$ cat config.mk
export PLATFORM = sky130hd
export DESIGN_NAME = multi_ctrled_tick_gen
export DESIGN_NICKNAME = d
export VERILOG_FILES = /design/src/rtl/multi_ctrled_tick_gen.sv
export SDC_FILE = /design/constraint.sdc
export NUM_CORES = 1
export LEC_CHECK = 0
export CORE_MARGIN = 5
export CORE_UTILIZATION = 56
export CTS_BUF_LIST = sky130_fd_sc_hd__clkbuf_16
export DETAILED_ROUTE_END_ITERATION = 10
export HOLD_SLACK_MARGIN = 0.02
export PLACE_DENSITY = 0.86
export SLEW_MARGIN = 20
export SYNTH_ARGS = -nofsm -noshare
export SYNTH_HDL_FRONTEND = slang
export SYNTH_SLANG_ARGS = --single-unit
$ cat constraint.sdc
create_clock -name clk -period 2.6 [get_ports clk]
set_input_delay 0.78 -clock clk [delete_from_list [all_inputs] [get_ports clk]]
set_output_delay 0.78 -clock clk [all_outputs]
set_load 0.01 [all_outputs]
$ cat src/rtl/multi_ctrled_tick_gen.sv
// Multi-channel tick generator: each channel counts to a runtime-loadable period and
// emits a one-cycle update pulse, with run/stop toggle, one-shot mode and clear.
module multi_ctrled_tick_gen #(
  parameter int N_CH    = 4,
  parameter int CNT_W   = 25,
  parameter int CNT_MAX = 10000000
) (
  input  logic                    clk,
  input  logic                    rst,
  input  logic [N_CH-1:0]         ctrl_flag,
  input  logic [N_CH-1:0]         clr,
  input  logic [N_CH-1:0]         mode,
  input  logic                    period_we,
  input  logic [2:0]              period_sel,
  input  logic [CNT_W-1:0]        period_din,
  output logic [N_CH-1:0]         update,
  output logic [N_CH-1:0]         running,
  output logic [N_CH-1:0]         done,
  output logic [N_CH*CNT_W-1:0]   count_o
);

  typedef enum logic [1:0] {ST_STOP, ST_RUN, ST_DONE} state_e;

  localparam logic [CNT_W-1:0] PERIOD_RST = CNT_W'(CNT_MAX);

  state_e           state_q  [N_CH];
  state_e           state_d  [N_CH];
  logic [CNT_W-1:0] count_q  [N_CH];
  logic [CNT_W-1:0] count_d  [N_CH];
  logic [CNT_W-1:0] period_q [N_CH];
  logic [CNT_W-1:0] period_d [N_CH];
  logic [N_CH-1:0]  update_q;
  logic [N_CH-1:0]  update_d;
  logic [N_CH-1:0]  term;

  always_comb begin
    term     = '0;
    update_d = '0;
    for (int i = 0; i < N_CH; i++) begin
      state_d[i]  = state_q[i];
      count_d[i]  = count_q[i];
      period_d[i] = period_q[i];

      // >= rather than == so a period lowered below the live count still wraps
      term[i]     = (state_q[i] == ST_RUN) && (count_q[i] >= period_q[i]);
      update_d[i] = term[i] && !clr[i];

      if (clr[i]) begin
        count_d[i] = '0;
      end else if (state_q[i] == ST_RUN) begin
        count_d[i] = term[i] ? '0 : count_q[i] + CNT_W'(1);
      end else if (state_q[i] == ST_DONE && ctrl_flag[i]) begin
        count_d[i] = '0;
      end

      if (state_q[i] == ST_RUN && mode[i] && term[i] && !clr[i]) begin
        state_d[i] = ST_DONE;
      end else if (ctrl_flag[i]) begin
        case (state_q[i])
          ST_STOP: state_d[i] = ST_RUN;
          ST_RUN:  state_d[i] = ST_STOP;
          ST_DONE: state_d[i] = ST_RUN;
          default: state_d[i] = ST_STOP;
        endcase
      end else if (clr[i] && state_q[i] == ST_DONE) begin
        state_d[i] = ST_STOP;
      end

      // Out-of-range selects never match a channel index, so they are dropped
      if (period_we && int'(period_sel) == i) begin
        period_d[i] = period_din;
      end
    end
  end

  always_ff @(posedge clk) begin
    if (rst) begin
      update_q <= '0;
      for (int i = 0; i < N_CH; i++) begin
        state_q[i]  <= ST_STOP;
        count_q[i]  <= '0;
        period_q[i] <= PERIOD_RST;
      end
    end else begin
      update_q <= update_d;
      for (int i = 0; i < N_CH; i++) begin
        state_q[i]  <= state_d[i];
        count_q[i]  <= count_d[i];
        period_q[i] <= period_d[i];
      end
    end
  end

  always_comb begin
    count_o = '0;
    running = '0;
    done    = '0;
    for (int i = 0; i < N_CH; i++) begin
      count_o[i*CNT_W +: CNT_W] = count_q[i];
      running[i]                = (state_q[i] == ST_RUN);
      done[i]                   = (state_q[i] == ST_DONE);
    end
  end

  assign update = update_q;

endmodule

==> impl_metrics.toml <==
[worst_setup_path]
slowest_delay_ns = 0.59
crit_chain = "nor2b_1, clkdlybuf4s50_1"
crit_path_start_kind = "flop"
cp_max_fo = 3
path_class = "flop to primary output"
endpoint_kind = "primary output"
worst_ep_required_time_ns = 1.82
crit_family = "buffers and inverters"
path_buf_inv = 1
critPathSlowestCell = "clkdlybuf4s50_1"
arrival_ns = 1.76

[die]
pin_count = 155
die_x_um = 153
rows = 52
die-area_um2 = 23300
die_h_um = 153
core_um2 = 20100
start_util_pct = 56.7

[sta]
max_slew_margin_pct = 53.9
fmax_ghz = 0.393
fin_tns_setup_ns = 0
fin_crit_ns = 2.54
hold_viol_final = 0
maxSlewViolCount = 0
min_period_over_period_pct = 97.8
skew_ns = 0.00954
finalSetupViolCount = 0
tightest_slew_ns = 0.691

[clock_tree]
cts-htree-levels = 1
cts_num_sinks = 212
root_buffer = "clkbuf_16"
cts_tree = "built"
clk_pin_slew_ns = 0.06
cts_made_buffers = 22
clk_path_buf_depth = 3
clock_latency_ns = 0.51

[global_route]
grt_usage_pct = 26.2
grt_pass1_vias = 10500
grt_pass1_wl_um = 52500
grt_max_degree = 39
overflow = 0
antenna_found_initial = 1

[routing]
antenna_left = 0
via_per_inst = 5.74
vias = 11000
drc = 0
dr.pass1.iters = 5
drt_iter0_drc = 653
drt_wl_total_um = 31900
wl_per_cell_um = 16.7

[cells_and_area]
num_antenna_cells = 0
fin_area_um2 = 14300
final_cell_mix = "nand2_1 (290), dfxtp_1 (212), clkdlybuf4s50_1 (153)"
final_core_util_pct = 71.3
final_common_cell = "nand2_1"
drive_gt1_share_pct = 7.11
area_growth_pct = 25.9
fin_nets = 1776

[synth]
syn-num-nets = 1598
yosysWarnings = 0
synth-seq-cells = 212
async_reset_ff_share_pct = 0
synth_area_per_cell_um2 = 7.85
syn_area_um2 = 11400
synth-seq-area-share_pct = 37.3
synthTopCellsByArea = "dfxtp_1 (37%), ha_1 (11%), nand2_1 (9.6%), a21oi_1 (6.7%), inv_1 (4.1%)"
synth_top_area_cell = "dfxtp_1"
yosysTopAreaCellShare_pct = 37.3
synth_edf_count = 0
syn-instance-count = 1451
synth_cell_types = 60
synth_ff_type = "dfxtp_1"

[status]
outcome = "finished clean"

[pwr]
power.density_nw_per_um2 = 485
ir_drop_v = 0.000397
p_leak_nw = 5.59

[placement]
placed_area_um2 = 13600
io_buffers = 154
place_congestion = 0.849
dp_hpwl_um = 23200

[min_path]
hold_path_class = "flop to flop"

[flow_run]
maxCapViolations = 0
metal layers:
layer	vias to the layer above	global-route usage, %	wire [um]
met5	-	0	13
met4	2	8.15	896
met3	71	3.32	1650
met2	355	43.5	15000
met1	5122	35.6	14400
li1	5439	-	-
synth_stat cells, drive strengths merged (15+ instances only):
| library cell | instances |
|---|---|
| nand2 | 290 |
| dfxtp | 212 |
| a21oi | 152 |
| inv | 125 |
| ha | 104 |
| nand3 | 72 |
| clkbuf | 54 |
| o21ai | 49 |
| nor2 | 47 |
| o211ai | 36 |
| nand4 | 30 |
| and3 | 25 |
| nor3 | 24 |
| a22o | 19 |
| a31oi | 17 |
| a21o | 16 |
| mux2i | 16 |
| or3 | 16 |
| and2 | 15 |
worst register-to-register path, delay by kind of cell, from the launching register on:
kind | cells | cell delay, ns
DFF | 1 | 0.52
AOI/OAI and AO/OA | 4 | 0.75
buffers and inverters | 1 | 0.17
adders and majority gates | 1 | 0.25
and+or+nand+nor | 3 | 0.64
metrics by stage:
stage	hold WS (ns)	setup slack [ns]	std cells	total power [mW]
after global placement	0.442	0.164	1875	3.88
after CTS	0.455	0.00391	1915	6.97
after floorplan	0.436	0.189	1451	3.67
final	0.454	0.0580	1915	6.96
after global routing	0.466	-0.00978	1915	7.17
after detailed placement	0.446	0.104	1875	3.91
cell families (layout without fill, tap and decap cells):
family | after synthesis | after routing | synth area share (%)
AO/OA/AOI/OAI | 338 | 338 | 18.2
XOR/XNOR | 14 | 14 | 1.08
adder cells (fa/ha/maj) | 104 | 104 | 11.4
buffers and inverters | 187 | 381 | 6.38
flip-flops | 212 | 212 | 37.3
multiplexers | 16 | 16 | 1.41
AND/OR/NAND/NOR | 580 | 580 | 24.2
report_power, final:
group / switching (mW) / internal (mW) / total (mW)
clock: 1.32 / 1.80 / 3.11
sequential: 0.0290 / 3.30 / 3.33
combinational: 0.306 / 0.215 / 0.521
total: 1.65 / 5.31 / 6.96
worst paths after layout:
check                                    from                          end  slack, ns  cells after the start
setup / recovery   state_q[0][1]$_SDFFE_PP0P_                      done[0]       0.06                      2
setup reg to reg  count_q[1][10]$_SDFFE_PP0P_  count_q[1][11]$_SDFFE_PP0P_       0.16                      9
hold / removal    period_q[0][5]$_SDFFE_PP0P_  period_q[0][5]$_SDFFE_PP0P_       0.45                      2
hold reg to reg   period_q[0][5]$_SDFFE_PP0P_  period_q[0][5]$_SDFFE_PP0P_       0.45                      2
final cells by class:
type / instances / area [um^2]
fillers: 1534 / 5760
inverters: 126 / 473
clock inverters: 17 / 129
well taps: 270 / 338
repair buffers: 215 / 2090
flip-flops and latches: 212 / 4240
clock buffers: 23 / 576
multi-input cells: 1052 / 6490
flip-flops by register name, summed over array words and instances (netlist names):
register	cells
state_q	8
count_q	100
period_q	100
update	4
what timing repair did:
item	CTS	global route
endpoints found under the hold margin	0	0
setup buffers	0	0
pin swaps	0	2
gates cloned	0	0
resized for setup	2	8
setup endpoints to repair	2	20
hold buffers	0	0
Note: power is estimated with default switching activity, not from simulation.
==> variant 1, RTL diff (same settings) <==
Set the parameter `N_CH` to 2 (it was 4).
--- a/src/rtl/multi_ctrled_tick_gen.sv
+++ b/src/rtl/multi_ctrled_tick_gen.sv
@@ -3,3 +3,3 @@
 module multi_ctrled_tick_gen #(
-  parameter int N_CH    = 4,
+  parameter int N_CH    = 2,
   parameter int CNT_W   = 25,
Interface: changed (7 resized); port bits go from 155 to 93. The function was not compared with the original's and may differ.
==> variant 1 against the unedited design <==
- worst hold slack better by 4.7 ps
- cell area shrank 49%
- sequential share of layout area fell by 0.53 points
- critical path type is now flip-flop to flip-flop
- wire length decreased by 51%
- clock power decreased by 53%
- sequential cell count fell by 106
- setup slack better by 21 ps
- total power decreased by 51%
- highest routed layer is now met4
- synthesized area is 50% lower
==> variant 1: results (changes against the unedited design) <==
Final HPWL DP 11520 µm (-50%); sw power 0.0007730 W (-53%); Hold Crit Class flip-flop to flip-flop; H-tree Lvls 3 (+2); Arr. time, crit path 2750 ps (+990 ps); Post-CTS Setup Inserts 0 (unchanged); Synth cell types 53 (-12%); layout cells sized above 1 8.005% (+0.89 points); leakage 2.891 nW (-48%); status finished, final reports clean; Worst-Skew Late Latency 340 ps (-170 ps); max_slew headroom 50.61% (-3.3 points); Mapped Nets 812 (-49%); Worst Path Max Fanout 24 (+21); ys async rst share 0% (unchanged); vias in the first global route 5617 (-46%); ant diodes 0 (unchanged); CTS Buf Count 9 (-59%); kind of cell adding the most delay to the critical path simple AND/OR/NAND/NOR gates; initial antenna violation count 0 (-1); Top Registers count_q: 50 flops, period_q: 50 flops, state_q: 4 flops; Layout Nets 921 (-48%); Synth top cells by count nand2_1, dfxtp_1, a21oi_1, inv_1, ha_1; Hold Violations, Final 0 (unchanged); gpl congestion 0.8677 (+2.2%); Synth area leaders dfxtp_1, ha_1, nand2_1; Placement Setup Slack 15.14 ps (-88.55 ps); dominant synthesized flop cell dfxtp_1; total placed instance area 6948 µm² (-49%); Worst VDD drop 325.3 µV (-18%); clock root buffer clkbuf_16; DR pass1 iterations 5 (unchanged); All-Layer GR Usage 24.84% (-1.3 points); Worst-path clk slew approximately 70 ps; Final setup viols 0 (unchanged); Max clock buf depth 2 (-1); port bufs 92 (-40%); sequential fraction of the synthesis area 37.30% (+0.041 points); total of warnings raised by yosys 0 (unchanged); skew final 9.450 ps (-0.09237 ps); Slowest-stage cell, CP or4_4; initial drt markers 298 (-54%); Via density 5.820 (+1.4%); largest net degree at the start of global routing 55 (+41%); drt wl/cell 16.09 µm (-3.4%); global-route wire length before repair 25880 µm (-51%); max incr delay on CP approximately 600 ps
## variant 1: layer usage
| layer | share of wire [%] | global-route usage [%] | up-vias | routed length (µm) |
|---|---|---|---|---|
| met1 | 42 | 29.81 | 2673 | 6589 |
| met4 | 2.2 | 9.113 | 0 | 342 |
| met3 | 5.5 | 4.094 | 36 | 859 |
| li1 | - | - | 2747 | - |
| met2 | 50 | 44.42 | 189 | 7812 |
| met5 | 0 | 0 | - | 0 |
## variant 1: area by class of cell
cell class | instances | area, µm²
Clock buffer | 9 | 225.2
Multi-Input combinational cell | 526 | 3264
Inverter | 63 | 236.5
Clock inverter | 7 | 92.59
Timing Repair Buffer | 126 | 1200
Sequential cell | 106 | 2123
Fill cell | 730 | 2511
Tap cell | 133 | 166.4
## variant 1: worst paths after layout
| check | startpoint | endpoint | slack (ps) | depth (start not counted) |
|---|---|---|---|---|
| max | period_q[0][49] | count_q[0][44] | 80 | 9 |
| min | period_q[0][36] | period_q[0][36] | 460 | 2 |
| max reg2reg | period_q[0][49] | count_q[0][44] | 80 | 9 |
| min reg2reg | period_q[0][36] | period_q[0][36] | 460 | 2 |
## variant 1: worst reg2reg max path: stages (launching register included)
cell     delay (ps)
dfxtp_1         350
inv_1            60
ha_1            310
nand4_1         190
or4_4           600
a31oi_4         200
nor3_2          100
buf_12          180
and3_1          180
a221o_1         260
## variant 1: power groups by stage
stage	Clock, W	Sequential, W	Combinational [W]
floorplan	0	0.00170	0.000145
global placement	0	0.00170	0.000266
detailed placement	0	0.00170	0.000278
CTS	0.00146	0.00166	0.000281
global route	0.00154	0.00166	0.000311
finish	0.00145	0.00166	0.000286
## variant 1: per-stage QoR
stage	setup TNS (ps)	utilization (%)	instances
after floorplan	0	-	723
after global placement	0	70.76	954
after detailed placement	0	70.76	954
after CTS	0	74.06	970
after global routing	-325.1	74.43	970
final	0	74.43	970
## variant 1: what timing repair did
action,in CTS,in global routing
gates cloned,0,0
gates resized for setup,1,8
setup endpoints to repair,1,27
pin swaps,0,3
## variant 1: cells by family (layout without fill, tap and decap cells)
logic type	count (synthesis)	after routing	share of synthesized area (%)
AOI/OAI and AO/OA	177	177	19.44
xor gates and xnor gates	6	6	0.9237
adders and majority gates	52	52	11.44
buffers and inverters	91	205	6.158
DFF	106	106	37.30
muxes	7	7	1.232
and+or+nand+nor	284	284	23.51
==> variant 2, RTL diff (same settings) <==
Made on the original files. Put a register stage on the output `running`, with the module's reset. The value now appears one clock later. The other outputs are not delayed to match.
--- a/src/rtl/multi_ctrled_tick_gen.sv
+++ b/src/rtl/multi_ctrled_tick_gen.sv
@@ -24,2 +24,4 @@
   localparam logic [CNT_W-1:0] PERIOD_RST = CNT_W'(CNT_MAX);
+
+  logic [N_CH-1:0] running_d;
 
@@ -95,3 +97,3 @@
     count_o = '0;
-    running = '0;
+    running_d = '0;
     done    = '0;
@@ -99,3 +101,3 @@
       count_o[i*CNT_W +: CNT_W] = count_q[i];
-      running[i]                = (state_q[i] == ST_RUN);
+      running_d[i]                = (state_q[i] == ST_RUN);
       done[i]                   = (state_q[i] == ST_DONE);
@@ -106,2 +108,10 @@
 
+  always_ff @(posedge clk) begin
+    if (rst) begin
+      running <= '0;
+    end else begin
+      running <= running_d;
+    end
+  end
+
 endmodule
Formal check against the unedited RTL: not equivalent (a bounded check fails within 4 cycles, from zero or initial values and one cycle with rst high).
==> variant 2 against the unedited design <==
- synthesized area grew 0.24%
- utilization increased by 3.3 points
- non-clock buffer count rose by 65
- sequential power rose by 2%
- wire length grew 11%
- sequential cell count up 4
- largest power group unchanged
- critical path depth is 8 higher
- fmax decreased by 1.5%
- cell area grew 5.0%
- setup slack got worse by 39 ps
- register-to-register slack got worse by 140 ps
- total power grew 1.6%
==> variant 2: results (changes against the unedited design) <==
layout filler cell count 1445 (-5.8%); Final HPWL DP 24300 µm (+5.0%); Worst-path clk slew 60 ps (about the same); drt wl/cell 17.93 µm (+7.6%); CTS Buf Count 23 (+4.5%); Via density 5.911 (+3.0%); Synth area leaders dfxtp_1, ha_1, nand2_1; global-route wire length before repair 55060 µm (+5.0%); Max Slew Vio Count 0 (unchanged); skew final 11.74 ps (+2.196 ps); Synth top cells by count nand2_1, dfxtp_1, a21oi_1, inv_1, ha_1; Mapped Nets 1593 (-0.31%); total placed instance area 14000 µm² (+3.0%); layout cells sized above 1 12.24% (+5.1 points); leakage 6.166 nW (+10%); Worst-Margin Slew 707.9 ps (+17.08 ps); Synth cell types 63 (+5.0%); Worst VDD drop 387.6 µV (-2.4%); Layout Nets 1843 (+3.8%); DIE WIDTH 152.8 µm (+0.11%); sequential fraction of the synthesis area 37.87% (+0.61 points); largest net degree at the start of global routing 36 (-7.7%); initial drt markers 1065 (+63%); All-Layer GR Usage 27.62% (+1.4 points); vias in the first global route 11130 (+6.2%); status finished, final reports clean; Placement Setup Slack -329.0 ps (-432.7 ps); Worst Path Max Fanout 6 (+3); Arr. time, crit path 2990 ps (+1230 ps)
variant 2: worst max-delay path, stage by stage (launching register included):
cell and delay (ps):
dfxtp_1 330, inv_1 50, ha_1 270, nand2b_1 140
a21o_1 200, a211oi_2 240, o31ai_2 110, a311o_1 400
or2_2 380, buf_4 160, o21ai_0 200
variant 2: metrics by stage:
step | std cells | setup TNS, ps
2_1_floorplan | 1446 | 0
3_3_place_gp | 1926 | -3248
3_5_place_dp | 1926 | -5757
4_1_cts | 1963 | 0
5_1_grt | 1979 | -559.6
6_report | 1979 | 0
variant 2: timing repair:
action                     CTS  global route
setup buffers                0             8
pin swaps                    2            21
setup endpoints to repair   43            68
cloned                       0             7
gates resized for setup      6            44
hold buffers                 0             0
variant 2: logic make-up after synthesis:
group	after synthesis	share of synthesized area, %
simple gates	567	23.50
compound gates	364	19.77
flops	216	37.87
buf+inv	175	5.895
fa+ha+maj	104	11.40
xor+xnor	17	1.304
mux	3	0.2630
variant 2: layout make-up:
type | instances | area (µm²) | area share [%]
Antenna cell | 1 | 2.502 | 0.01661
Clock inverter | 14 | 105.1 | 0.6977
Clock buffer | 23 | 575.6 | 3.821
Tap cell | 270 | 337.8 | 2.243
Multi-Input combinational cell | 1056 | 6625 | 43.98
Inverter | 119 | 446.7 | 2.965
Timing Repair Buffer | 280 | 2638 | 17.51
Sequential cell | 216 | 4333 | 28.76
variant 2: layer usage:
| metal | global-route usage [%] | routed length (µm) | vias up | share of wire, % |
|---|---|---|---|---|
| met5 | 0 | 0 | - | 0 |
| li1 | - | - | 5578 | - |
| met2 | 48.16 | 17280 | 556 | 49 |
| met4 | 10.27 | 1435 | 0 | 4.0 |
| met3 | 3.948 | 2761 | 104 | 7.8 |
| met1 | 34.75 | 14000 | 5460 | 39 |
variant 2: worst paths after layout:
kind | startpoint | end | slack (ps) | cells past startpoint
worst max register to register | count_q[0][0] | count_q[0][3] | 20 | 10
worst min register to register | period_q[3][8] | period_q[3][8] | 460 | 2
worst max-delay path | count_q[0][0] | count_q[0][3] | 20 | 10
worst min-delay path | period_q[3][8] | period_q[3][8] | 460 | 2
variant 2: where the power goes:
part / internal [W] / switching (W) / total, W / leakage, nW
Combinational: 0.000242 / 0.000346 / 0.000588 / 4.05
Clock: 0.00178 / 0.00131 / 0.00309 / 0.361
Sequential: 0.00337 / 0.0000311 / 0.00340 / 1.75
Total: 0.00539 / 0.00168 / 0.00707 / 6.17
